### config.mk
export PLATFORM = sky130hd
export DESIGN_NAME = xst
export DESIGN_NICKNAME = d
export VERILOG_FILES = /design/src/rtl/xst.sv
export SDC_FILE = /design/constraint.sdc
export NUM_CORES = 1
export LEC_CHECK = 0
export ABC_AREA = 0
export BUFFER_PORTS_ARGS = -buffer_cell sky130_fd_sc_hd__buf_4
export CORE_ASPECT_RATIO = 1.2
export CORE_MARGIN = 5
export CORE_UTILIZATION = 40
export CTS_CLUSTER_SIZE = 20
export DETAILED_ROUTE_END_ITERATION = 12
export GPL_TIMING_DRIVEN = 0
export PLACE_DENSITY = 0.69
export SYNTH_ARGS = -nofsm -noshare
export SYNTH_HDL_FRONTEND = slang
export SYNTH_SLANG_ARGS = --single-unit
### constraint.sdc
create_clock -name clk_i -period 8 [get_ports clk_i]
set_clock_uncertainty 0.05 [all_clocks]
set_input_delay 1.2 -clock clk_i [delete_from_list [all_inputs] [get_ports clk_i]]
set_output_delay 1.2 -clock clk_i [all_outputs]
set_load 0.01 [all_outputs]
### src/rtl/xst.sv
// rtl/xst.sv - serial shift transmitter, LSB-first with bit strobe clock
//
// Loads a word (straight or bit-reversed) and shifts it out on txd_o one bit
// every baud_i+1 clocks; txc_o rises at the start of every bit.
//
// Ports:
//   clk_i        clock, all state changes on its rising edge
//   reset_i      asynchronous active-high reset
//   bits_i       frame length N, captured when a write is accepted
//   baud_i       bit-period divisor B, captured at every bit start
//   dat_i        word to transmit
//   txreg_we_i   write strobe, straight load (wins over txregr_we_i)
//   txregr_we_i  write strobe, bit-reversed load
//   txd_o        serial data, mark level 1
//   txc_o        bit strobe clock
//   idle_o       high when no frame is in progress
//   shift_to     one-cycle pulse in the last cycle of every bit

module xst #(
    parameter int SHIFT_REG_WIDTH = 64
) (
    input  logic                       clk_i,
    input  logic                       reset_i,
    input  logic [5:0]                 bits_i,
    input  logic [63:0]                baud_i,
    input  logic [SHIFT_REG_WIDTH-1:0] dat_i,
    input  logic                       txreg_we_i,
    input  logic                       txregr_we_i,
    output logic                       txd_o,
    output logic                       txc_o,
    output logic                       idle_o,
    output logic                       shift_to
);

    logic [SHIFT_REG_WIDTH-1:0] sr_q, sr_d;
    logic [SHIFT_REG_WIDTH-1:0] dat_rev;
    logic [5:0]                 bits_left_q, bits_left_d;
    logic [63:0]                ctr_q, ctr_d;
    logic                       idle;

    assign idle = (bits_left_q == 6'd0);

    always_comb begin
        dat_rev = '0;
        for (int i = 0; i < SHIFT_REG_WIDTH; i++) begin
            dat_rev[i] = dat_i[SHIFT_REG_WIDTH-1-i];
        end
    end

    always_comb begin
        sr_d        = sr_q;
        bits_left_d = bits_left_q;
        ctr_d       = ctr_q;
        if (idle) begin
            // A zero-length write still loads sr; bits_left stays 0 so no frame starts.
            if (txreg_we_i) begin
                sr_d        = dat_i;
                bits_left_d = bits_i;
                ctr_d       = baud_i;
            end else if (txregr_we_i) begin
                sr_d        = dat_rev;
                bits_left_d = bits_i;
                ctr_d       = baud_i;
            end
        end else if (ctr_q == 64'd0) begin
            // End of bit: shift in mark, reload divisor from the live baud_i.
            sr_d        = {1'b1, sr_q[SHIFT_REG_WIDTH-1:1]};
            bits_left_d = bits_left_q - 6'd1;
            ctr_d       = baud_i;
        end else begin
            ctr_d = ctr_q - 64'd1;
        end
    end

    always_ff @(posedge clk_i or posedge reset_i) begin
        if (reset_i) begin
            sr_q        <= '1;
            bits_left_q <= 6'd0;
            ctr_q       <= 64'd0;
        end else begin
            sr_q        <= sr_d;
            bits_left_q <= bits_left_d;
            ctr_q       <= ctr_d;
        end
    end

    assign idle_o   = idle;
    assign txd_o    = idle ? 1'b1 : sr_q[0];
    // ctr counts B..0 within a bit, so txc_o is high for the first B-(B>>1) cycles.
    assign txc_o    = ~idle & (ctr_q > (baud_i >> 1));
    assign shift_to = ~idle & (ctr_q == 64'd0);

endmodule

# Word-level counts from Yosys, hierarchy flattened

Index checks and enable logic that the tools add are counted.

Register bits: 134
Memories kept: 0
Bits in latches: 0
Bits in writable memories: 0
Logic and storage cells: 27
Memory bits (read-only): 0

Add/sub/neg operators: 2
Mux-type cells: 13
Div/mod/pow operators: 0
Bitwise gates (word level): 3
$lt $le $gt $ge: 1
Reduce and logical (&&, ||, !) cells: 4
Equality and inequality tests: 1
Multiply operators: 0
Shift-type cells: 0

Operators with widths:

| cell                  | count |
|---|---|
| $mux 64               | 8 |
| $gt 64x63->1          | 1 |
| $logic_not 64->1      | 1 |
| $sub 64x1->64 const B | 1 |
| $mux 6                | 4 |
| $logic_not 6->1       | 1 |
| $sub 6x1->6 const B   | 1 |
| $ne 3x3->1 const B    | 1 |
| $and 1x1->1           | 2 |
| $reduce_and 2->1      | 1 |
| $reduce_bool 2->1     | 1 |
| $mux 1                | 1 |
| $not 1->1             | 1 |

# Depth between registers and ports, before layout

Depth after elaboration: 3
Mapped depth: 11
Gate-level depth less buffers: 8

# Least setup slack after synthesis

OpenSTA, ideal clock, no wires.

Kind: in2out
Start: input port baud_i[55]
End: output port txc_o
Stages: 8
Arrival time: 2.953 ns
Setup slack: 3.797 ns
Path through: inv_1 ha_1 nand4_1 nor3_1 nand4_1 or3_1 a31o_2 a211oi_1

Cells in the longest elaborated chain, start to end: 2

RTL lines:

| what         | RTL line | RTL |
|---|---|---|
| from (decl)  | 25       | `input logic [63:0] baud_i,` |
| $gt 64x63->1 | 90       | `assign txc_o = ~idle & (ctr_q > (baud_i >> 1));` |
| $and 1x1->1  | 90       |  |
| to (decl)    | 30       | `output logic txc_o,` |

Every way passes these cells.

# Worst setup path after layout

Same ends and word-level chain as after synthesis.

==> metrics.md <==
| Metric | Value |
|---|---|
| Commonest cells post-synth | `o21ai_0, a21oi_1, nor2_1` |
| Clk root buf | `clkbuf_16` |
| Layout cells sized above 1 | `about a fifth` |
| Syn Std Cell Area | `around 9700 um^2` |
| Clock-pin slew of the registers on the worst-case setup and hold paths | `about 0.060 ns` |
| Vias in the first global route | `~9900` |
| Core Area | `23900 um^2` |
| Sink Count | `134` |
| Post-CTS sizing | `0` |
| # Post-CTS Setup Buffers | `0` |
| Logic gate share of total power | `39.7%` |
| Netlist cell types | `65` |
| I/O Buffers | `around 140` |
| Post-Syn Instances | `1150` |
| Pwr Density | `~310 nW/um^2` |
| Floorplan row count | `62` |
| F_max | `approximately 0.21 GHz` |
| CP Launch Type | `primary input` |
| Total clock buffers created by CTS | `17` |
| Top FF cell, synth | `dfrtp_1` |
| Die height | `about 180 um` |
| CP max stage cell | `or3_1` |
| Congestion Overflow GR | `0` |
| Final Hold Fails | `0` |
| Pwr Total | `approximately 3700 uW` |
| Net Sw Frac | `40.6%` |
| Gr usage total | `between 20% and 30%` |
| Die area | `approximately 27000 um^2` |
| Post-route ant nets | `0` |
| Setup TNS | `0 ns` |
| CP Cell Sequence | `buf_4 -> inv_1 -> ha_1 -> nand4_1 -> nor3_1 -> nand4_1 -> or3_1 -> a31o_2 -> a211oi_1 -> buf_4` |
| Crit-path max FO | `3` |
| DRC Markers | `0` |
| WP data required | `slightly below 7 ns` |
| Clk_lat worst skew | `0.43 ns` |
| Initial Util | `approximately 41%` |
| Die Wd | `152 um` |
| Final Wtd Congestion | `a little over 0.9` |
| ANT cells | `0` |
| HP Class | `reg2reg` |
| Arrival time at the worst endpoint | `between 3 and 4 ns` |
| CP Class | `in2out` |
| Syn nets | `between 1000 and 1500` |
| Sequential area share after synthesis | `a little over a third` |
| Yosys top cell area share | `18.1%` |
| Post-DP HPWL | `about 24000 um` |
| Post-synthesis register bit count | `between 100 and 150` |
| CP max stage delay | `around 0.45 ns` |
| Largest net degree at the start of global routing | `88` |
| VDD IR max | `0.189 mV` |
| Leak | `around 0.0051 uW` |
| Slew HR | `26.6%` |
| Cell internal pwr | `~2200 uW` |
| CTS tree | `built` |
| CTS H-tree lvls | `4` |
| Number of synthesized flops with an enable pin | `0` |
| Top Ports | `142` |
| Clock network power share | `21.9%` |
| Worst path top cell family by delay | `simple AND/OR/NAND/NOR gates` |
| Post-Syn Area per Cell | `~8.4 um^2` |
| Period utilization | `between 50 and 60%` |
| Biggest area consumer among synthesized cells | `dfrtp_1` |
| Net Switching | `~1500 uW` |
| Vias per cell | `~6` |
| Core Util, Final | `between 40% and 50%` |
| Setup crit end kind | `output port` |
| R2r setup slk | `just under 4 ns` |
| Drt pass-1 iters | `5` |
| Initial antenna violation count | `0` |
| RSZ-0062 raised after global routing | `no` |
| Count leader, synth | `o21ai_0` |
| Reg power frac | `between 30% and 40%` |
| Buffers and inverters on the worst path | `3` |
| Max-cap violations | `0` |
| Synth Warn # | `0` |
| Final net count | `between 1500 and 2000` |
| Tmin final | `around 4.7 ns` |
| Initial DRC count | `roughly 700` |
| DR WL/cell | `slightly below 20 um` |
| Worst-Margin Slew | `between 1 and 1.5 ns` |
| Ranking of synthesized cells by area | `dfrtp_1, dfstp_2, ha_1` |
| Max clock buf depth | `2` |
| Syn-to-layout area delta | `21.4%` |
| Post-synth ARST share | `100%` |
| Status | `complete, no violations` |
| DRT Wirelength | `approximately 33000 um` |
| First-pass GRT wire length | `around 52000 um` |
| Final slew viol count | `0` |
| Final setup fails | `0` |
| Vias | `just under 10000` |
| # hold bufs at CTS | `0` |
## path summary, 6_finish.rpt
check	startpoint	endpoint	cells past startpoint
worst min-delay path	sr_q[22]	sr_q[22]	2
worst min register to register	sr_q[22]	sr_q[22]	2
worst max-delay path	baud_i[55]	txc_o	10
min in group asynchronous	reset_i	ctr_q[46]	2
worst max register to register	ctr_q[12]	ctr_q[47]	6
max in group asynchronous	reset_i	sr_q[28]	3
## logic make-up (layout without fill, tap and decap cells)
| group | after synthesis | count (layout) | synth area share (%) |
|---|---|---|---|
| xor gates and xnor gates | 9 | 9 | 0.812 |
| adders and majority gates | 66 | 66 | 8.51 |
| muxes | 66 | 66 | 6.83 |
| AOI/OAI and AO/OA | 373 | 373 | 23.5 |
| DFF | 134 | 134 | 35.4 |
| and+or+nand+nor | 352 | 352 | 18.7 |
| buffers and inverters | 150 | 324 | 6.24 |
## area by class of cell
| class | instances | area [um^2] |
|---|---|---|
| fill | 2345 | 12100 |
| multi-input combinational | 866 | 5660 |
| sequential | 134 | 3430 |
| timing repair buffer | 142 | 1090 |
| clock buffer | 19 | 443 |
| tap | 320 | 400 |
| buffer | 75 | 324 |
| inverter | 75 | 287 |
| clock inverter | 13 | 145 |
## flip-flops by register name, summed over array words and instances (netlist names)
name,flops
sr_q,64
bits_left_q,6
ctr_q,64
## layout by cell type, fill, tap and decap left out, types with 5 or more instances in the layout
cell type / synthesis / layout
mux2i_1: 64 / 64
clkbuf_1: 49 / 50
buf_4: 2 / 143
a211o_1: 6 / 6
or4_1: 14 / 14
nand3_1: 38 / 38
nand2_1: 50 / 50
a221o_1: 26 / 26
o22ai_1: 6 / 6
o21ai_0: 156 / 156
a21oi_1: 101 / 101
and3_1: 6 / 6
dfrtp_1: 70 / 70
nand4_1: 27 / 27
inv_6: 0 / 6
o31ai_1: 5 / 5
o211a_1: 5 / 5
a21o_1: 14 / 14
ha_1: 66 / 66
inv_1: 75 / 74
clkbuf_16: 0 / 17
or3_1: 22 / 22
nor4_1: 25 / 25
nor3_1: 46 / 46
buf_2: 16 / 16
dfstp_2: 64 / 64
o221ai_1: 10 / 10
nor2_1: 93 / 93
buf_1: 6 / 6
xnor2_1: 7 / 7
o211ai_1: 8 / 8
o311ai_0: 5 / 5
## per-layer routing
| layer | track usage, % | up-vias | routed length [um] |
|---|---|---|---|
| li1 | - | 4603 | - |
| met1 | 28.7 | 4765 | 13000 |
| met2 | 39.6 | 394 | 15800 |
| met3 | 4.11 | 109 | 2240 |
| met4 | 9.96 | 0 | 1480 |
| met5 | 0 | - | 0 |
## power by group through the flow
| stage | clock network (uW) | registers [uW] | logic, uW |
|---|---|---|---|
| floorplan | 0 | 1310 | 1060 |
| global placement | 0 | 1400 | 1400 |
| detailed placement | 0 | 1410 | 1450 |
| CTS | 809 | 1410 | 1460 |
| global route | 838 | 1470 | 1670 |
| finish | 808 | 1420 | 1470 |
## through the flow
step | cell area [um^2] | cells | hold WS (ns) | setup slack [ns]
floorplan | 9700 | 1150 | 0.409 | 3.27
global placement | 11200 | 1611 | 0.429 | 1.33
detailed placement | 11200 | 1612 | 0.435 | 3.33
CTS | 11800 | 1644 | 0.446 | 3.31
global route | 11800 | 1644 | 0.467 | 3.16
finish | 11800 | 1644 | 0.446 | 3.28
## worst reg2reg max path: stages (launching register included)
cell,delay (ns)
dfrtp_1,0.47
nor4_1,0.96
nor4b_1,0.95
nand3_1,0.61
nor4_1,0.59
xnor2_1,0.18
o221ai_1,0.13
(Power assumes the default switching activity.)
